<file path="src/rtl/core_pkg.sv">
// core_pkg: shared opcode constants, register index width and hazard FSM states
package core_pkg;
    localparam int REG_W = 5;
    localparam logic [6:0] OP_IMM    = 7'b0010011;
    localparam logic [6:0] OP_REG    = 7'b0110011;
    localparam logic [6:0] OP_LOAD   = 7'b0000011;
    localparam logic [6:0] OP_STORE  = 7'b0100011;
    localparam logic [6:0] OP_BRANCH = 7'b1100011;
    typedef enum logic {RUN, MEM_WAIT} state_t;
endpackage

</file>
<file path="src/rtl/hazard_ctrl_sat_counter.sv">
// sat_counter: W-bit event counter that sticks at all-ones instead of wrapping
module sat_counter #(
    parameter int W = 32
) (
    input  logic         clk_i,
    input  logic         rst_i,
    input  logic         inc_i,
    output logic [W-1:0] cnt_o
);
    // count qualified events, hold once saturated
    always_ff @(posedge clk_i or posedge rst_i)
        if (rst_i) cnt_o <= '0;
        else if (inc_i && !(&cnt_o)) cnt_o <= cnt_o + 1'b1;
endmodule

</file>
<file path="src/rtl/hazard_ctrl.sv">
// hazard_ctrl: ID-stage load-use/branch/mem-stall control with watchdog; HAZARD_PERF_CNT_EN adds perf counters
module hazard_ctrl
    import core_pkg::*;
#(
    parameter int TIMEOUT = 64,
    parameter int CNT_W   = 32
) (
    input  logic             clk_i,
    input  logic             rst_i,
    input  logic [6:0]       id_opcode_i,
    input  logic [REG_W-1:0] id_rs1_i,
    input  logic [REG_W-1:0] id_rs2_i,
    input  logic             ex_memread_i,
    input  logic [REG_W-1:0] ex_rd_i,
    input  logic             branch_taken_i,
    input  logic             mem_stall_i,
    output logic             noop_o,
    output logic             pc_write_o,
    output logic             ifid_write_o,
    output logic             ifid_flush_o,
    output logic             pipe_stall_o,
    output logic             timeout_o,
    output logic [CNT_W-1:0] stall_cnt_o,
    output logic [CNT_W-1:0] bubble_cnt_o,
    output logic [CNT_W-1:0] flush_cnt_o
);
    state_t      state, state_nxt;
    logic [15:0] wait_cnt, wait_nxt;
    logic        uses_rs1, uses_rs2, load_use;

    // decode which source registers the ID instruction actually reads
    always_comb begin
        uses_rs1 = id_opcode_i inside {OP_IMM, OP_REG, OP_LOAD, OP_STORE, OP_BRANCH};
        uses_rs2 = id_opcode_i inside {OP_REG, OP_STORE, OP_BRANCH};
    end

    assign load_use = ex_memread_i && (ex_rd_i != '0) &&
                      ((uses_rs1 && id_rs1_i == ex_rd_i) || (uses_rs2 && id_rs2_i == ex_rd_i));

    // next state and Mealy control: reset > mem stall > load-use > taken branch
    always_comb begin
        state_nxt    = mem_stall_i ? MEM_WAIT : RUN;
        noop_o       = 1'b0;
        pc_write_o   = 1'b1;
        ifid_write_o = 1'b1;
        ifid_flush_o = 1'b0;
        pipe_stall_o = 1'b0;
        if (rst_i) begin
            noop_o       = 1'b1;
            pc_write_o   = 1'b0;
            ifid_write_o = 1'b0;
        end else if (mem_stall_i) begin
            pipe_stall_o = 1'b1;
            pc_write_o   = 1'b0;
            ifid_write_o = 1'b0;
        end else if (load_use) begin
            noop_o       = 1'b1;
            pc_write_o   = 1'b0;
            ifid_write_o = 1'b0;
        end else if (branch_taken_i) begin
            ifid_flush_o = 1'b1;
        end
    end

    // first stall cycle restarts the miss length at 1, later ones saturate upward
    assign wait_nxt = !mem_stall_i   ? wait_cnt :
                      state == RUN   ? 16'd1 :
                      (&wait_cnt)    ? wait_cnt : wait_cnt + 16'd1;

    // state, watchdog length and sticky timeout flag
    always_ff @(posedge clk_i or posedge rst_i)
        if (rst_i) begin
            state     <= RUN;
            wait_cnt  <= '0;
            timeout_o <= 1'b0;
        end else begin
            state     <= state_nxt;
            wait_cnt  <= wait_nxt;
            timeout_o <= timeout_o || (wait_nxt >= 16'(TIMEOUT));
        end

`ifdef HAZARD_PERF_CNT_EN
    sat_counter #(.W(CNT_W)) u_stall_cnt (
        .clk_i (clk_i), .rst_i (rst_i), .inc_i (mem_stall_i), .cnt_o (stall_cnt_o)
    );
    sat_counter #(.W(CNT_W)) u_bubble_cnt (
        .clk_i (clk_i), .rst_i (rst_i), .inc_i (load_use && !mem_stall_i), .cnt_o (bubble_cnt_o)
    );
    sat_counter #(.W(CNT_W)) u_flush_cnt (
        .clk_i (clk_i), .rst_i (rst_i), .inc_i (ifid_flush_o), .cnt_o (flush_cnt_o)
    );
`else
    assign stall_cnt_o  = '0;
    assign bubble_cnt_o = '0;
    assign flush_cnt_o  = '0;
`endif
endmodule

</file>
<file path="config.mk">
export PLATFORM = sky130hd
export DESIGN_NAME = hazard_ctrl
export DESIGN_NICKNAME = d
export VERILOG_FILES = /design/src/rtl/core_pkg.sv /design/src/rtl/hazard_ctrl_sat_counter.sv /design/src/rtl/hazard_ctrl.sv
export SDC_FILE = /design/constraint.sdc
export NUM_CORES = 1
export LEC_CHECK = 0
export ABC_CLOCK_PERIOD_IN_PS = 2100
export BUFFER_PORTS_ARGS = -buffer_cell sky130_fd_sc_hd__buf_4
export CORE_UTILIZATION = 42
export CTS_CLUSTER_SIZE = 10
export DETAILED_ROUTE_END_ITERATION = 7
export HOLD_SLACK_MARGIN = 0.08
export PLACE_DENSITY = 0.78
export SYNTH_ARGS = -nofsm -noshare
export SYNTH_HDL_FRONTEND = slang
export SYNTH_SLANG_ARGS = --single-unit
</file>
<file path="constraint.sdc">
create_clock -name clk_i -period 2.1 [get_ports clk_i]
set_input_delay 0.42 -clock clk_i [delete_from_list [all_inputs] [get_ports clk_i]]
set_output_delay 0.42 -clock clk_i [all_outputs]
set_load 0.03 [all_outputs]
</file>
### Word-level counts from Yosys, hierarchy flattened

Cells that the tools add are included.

* add/subtract/negate cells: 1
* $lt $le $gt $ge: 1
* equal/unequal tests: 7
* multiplexer cells: 15
* reduce and logical (&&, ||, !) cells: 10

Operator list (number)
* $mux 16: 3
* $add 16x1->16 const B: 1
* $ge 16x7->1 const B: 1
* $reduce_and 16->1: 1
* $eq 7x6->1 const B: 2
* $mux 1: 12
* $eq 5x5->1: 2
* $reduce_bool 5->1: 2
* $eq 7x2->1 const B: 1
* $eq 7x5->1 const B: 1
* $eq 7x7->1 const B: 1
* $logic_and 1x1->1: 4
* $reduce_bool 3->1: 1
* $logic_or 1x1->1: 2

* bits in registers: 18
* input bits: 27
* output and inout port bits: 102

### Logic depth before layout (Yosys ltp)

* depth after elaboration: 8
* depth in mapped cells: 7

### Least setup slack after synthesis

No wires, ideal clock.

* path kind: input to output
* start point: in id_rs1_i[0]
* end point: out ifid_flush_o
* arrival time: 2.089 ns
* path slack: -0.409 ns
* stages: 6
* path through: xnor2_1 nand3_1 nor3_1 o211ai_1 nor3b_1 and2_1

* cells in the longest elaborated chain, start to end: 7

Ends and longest elaborated chain
* start: declaration: line hazard_ctrl.sv:11 `input logic [REG_W-1:0] id_rs1_i,`
* $eq 5x5->1: line hazard_ctrl.sv:38 `((uses_rs1 && id_rs1_i == ex_rd_i) || (uses_rs2 && id_rs2_i == ex_rd_i));`
* $logic_and 1x1->1: line hazard_ctrl.sv:38
* $logic_or 1x1->1: line hazard_ctrl.sv:38
* $logic_and 1x1->1: line hazard_ctrl.sv:37 `assign load_use = ex_memread_i && (ex_rd_i != '0) &&`
* $mux 1: line hazard_ctrl.sv:56 `end else if (load_use) begin`
* $mux 1: line hazard_ctrl.sv:52 `end else if (mem_stall_i) begin`
* $mux 1: line hazard_ctrl.sv:48 `if (rst_i) begin`
* end: declaration: line hazard_ctrl.sv:20 `output logic ifid_flush_o,`

No other way between the ends.

### Worst setup path in the final report

* start point: in ex_rd_i[4]
* end point: out ifid_flush_o

* cells in the longest elaborated chain, start to end: 7
* elaborated cells between the ends (all ways): 11

Ends and longest elaborated chain
* start: declaration: line hazard_ctrl.sv:14 `input logic [REG_W-1:0] ex_rd_i,`
* $eq 5x5->1: line hazard_ctrl.sv:38
* $logic_and 1x1->1: line hazard_ctrl.sv:38
* $logic_or 1x1->1: line hazard_ctrl.sv:38
* $logic_and 1x1->1 *: line hazard_ctrl.sv:37
* $mux 1 *: line hazard_ctrl.sv:56
* $mux 1 *: line hazard_ctrl.sv:52
* $mux 1 *: line hazard_ctrl.sv:48

Every way passes the cells marked *; elsewhere a longest branch is shown, timed or not.

==> metrics.txt <==
Max Clk Rate 0.499 GHz; Residual DRC 0; Max Cap Violations 0; Port Buffer Count 32; drt initial violations 56; Post-synth EDFFs 0; DP Cell Count 321; io pins 129; Synth Flop Type dfrtp_1; H-Tree Depth 1; Synth Cell Area 1910 um^2; Synth warnings 0; starting density of the core 43.9%; Die H 69.5 um; Comb power frac 38.5%; clk slew on worst S/H paths 0.07 ns; fin worst setup slack 0.0963 ns; switching share of power 42.2%; DIE AREA 4830 um^2; Skew-Pair Late Insertion Delay 0.26 ns; nets@finish 302; Avg Inst Size Synth 8.25 um^2; Hold Buf Count CTS 0; Arr. time, crit path 1.58 ns; outcome complete, no violations; pin count of the biggest net entering global routing 19; Netlist cell types 38; post-CTS resize count 0; most frequent cells in the layout 96 x conb_1, 42 x buf_4, 17 x nor2_1, 16 x dfrtp_1, 12 x nand2_1; maximum VDD drop 0.000523 V; Core ar. 4350 um^2; diode count 0; LEAKAGE 1.03 nW; # setup viols final 0; Routed WL 3.54 mm; leading cell type in the layout, fill and taps excluded conb_1; pre-CTS setup slack 0.0463 ns; Pint 0.000641 W; GRT overflow 0; GP Congestion 0.847; CTS buffer count 3; Worst Skew 0.00512 ns; hold crit path type primary input to async pin; layout cell share with drive strength beyond 1 20.5%; clock tree buffer depth 2; post-CTS setup buffer count 0; global-route wire length before repair 5.43 mm; aggregate global-route resource usage 13.9%; Synth Instances 232; non-filler cells, final 325; asr flop ratio synth 100%; CTS Sinks 18; Clock Power Share 26.0%; CTS Root Cell clkbuf_8; 1st-pass router iterations 4; crit end category output pin; Critical Path Start Type primary input; sw power 0.000469 W; routed length per instance 10.9 um; Final min period 2.00 ns; vias 1430; vias in the first global route 1200; die span in x 69.5 um; Routed Antenna Nets 0; final-report max-slew violation count 0; Max FO, Critical Path 3; count of final hold-check violations 0; CTS tree yes; final period utilization 95.4%; Synth-to-Final Area Change 4.12%; Seq pwr share 35.5%; Row Count 24; Yosys reg bits 18; Vias/cell 4.40; PD cells 557 nW/um^2; antenna violations before repair 0; WS Path Type primary input to output pin; sequential share of the synthesized area 23.5%; WP data required 1.68 ns; HPWL Detailed 2.73 mm
metrics by stage:
stage / util (%) / hold slack (ns) / total power (W) / TNS [ns] / cell area [um^2]
finish: 45.7 / 0.234 / 0.00111 / 0 / 1990
global route: 45.7 / 0.251 / 0.00116 / -0.00153 / 1990
CTS: 45.3 / 0.233 / 0.00111 / 0 / 1970
detailed placement: 44.1 / 0.516 / 0.000819 / 0 / 1920
global placement: 44.1 / 0.513 / 0.000812 / 0 / 1920
floorplan: - / 0.364 / 0.000857 / 0 / 2280
area by class of cell:
class | instances | area (um^2)
Fill cell | 427 | 2360
Multi-Input combinational cell | 206 | 1090
Sequential cell | 18 | 453
Timing Repair Buffer | 42 | 315
Tap cell | 52 | 65.1
Clock buffer | 4 | 55.1
Inverter | 3 | 11.3
final timing paths:
kind / from / end / slack, ns / depth (start not counted)
worst max register to register: wait_cnt[0] / timeout_o / 0.12 / 7
min in group clk_i: mem_stall_i / state / 0.38 / 1
worst min-delay path: rst_i / wait_cnt[5] / 0.23 / 3
max in group asynchronous: rst_i / wait_cnt[10] / 1.65 / 3
worst max-delay path: ex_rd_i[4] / ifid_flush_o / 0.1 / 8
worst min register to register: timeout_o / timeout_o / 0.52 / 2
synthesized netlist by cell type (3+ instances only):
cell | instances | area, um^2
a21oi_1 | 5 | 25.0
a31oi_1 | 3 | 18.8
buf_4 | 97 | 728
dfrtp_1 | 18 | 450
inv_1 | 3 | 11.3
nand2_1 | 12 | 45.0
nand3_1 | 5 | 25.0
nand4_1 | 8 | 50.1
nor2_1 | 17 | 63.8
nor3_1 | 6 | 30.0
o21ai_0 | 4 | 20.0
or3_1 | 3 | 18.8
xnor2_1 | 10 | 87.6
xor2_1 | 8 | 70.1
kinds of logic after synthesis:
family | after synthesis | synth area share [%]
DFF | 18 | 23.5
muxes | 1 | 0.589
AOI/OAI and AO/OA | 24 | 8.90
and+or+nand+nor | 66 | 18.5
adders and majority gates | 1 | 0.654
other | 1 | 0.196
buffers and inverters | 103 | 39.4
xor gates and xnor gates | 18 | 8.24
routing by layer:
layer | up-vias | wire length, um | global-route usage [%]
li1 | 673 | - | -
met1 | 669 | 1310 | 16.5
met2 | 88 | 1960 | 25.5
met3 | 0 | 275 | 3.20
met4 | 0 | 0 | 2.95
met5 | - | 0 | 0
sequential cells by signal, indices dropped and copies added (netlist names):
register,cells
wait_cnt,16
state,1
timeout_o,1
power by group through the flow:
stage	logic, W	clock network (W)	registers [W]
finish	0.000427	0.000289	0.000394
global placement	0.000414	0	0.000398
detailed placement	0.000419	0	0.000399
global route	0.000455	0.000310	0.000397
floorplan	0.000456	0	0.000402
CTS	0.000421	0.000298	0.000392
critical path: stages:
cell	delay, ns
buf_4	0.13
xnor2_1	0.18
nand4_1	0.11
nor3_1	0.14
o211ai_1	0.11
nor3b_4	0.18
and2_1	0.16
buf_4	0.16
Power figures use the tool's default switching activity.
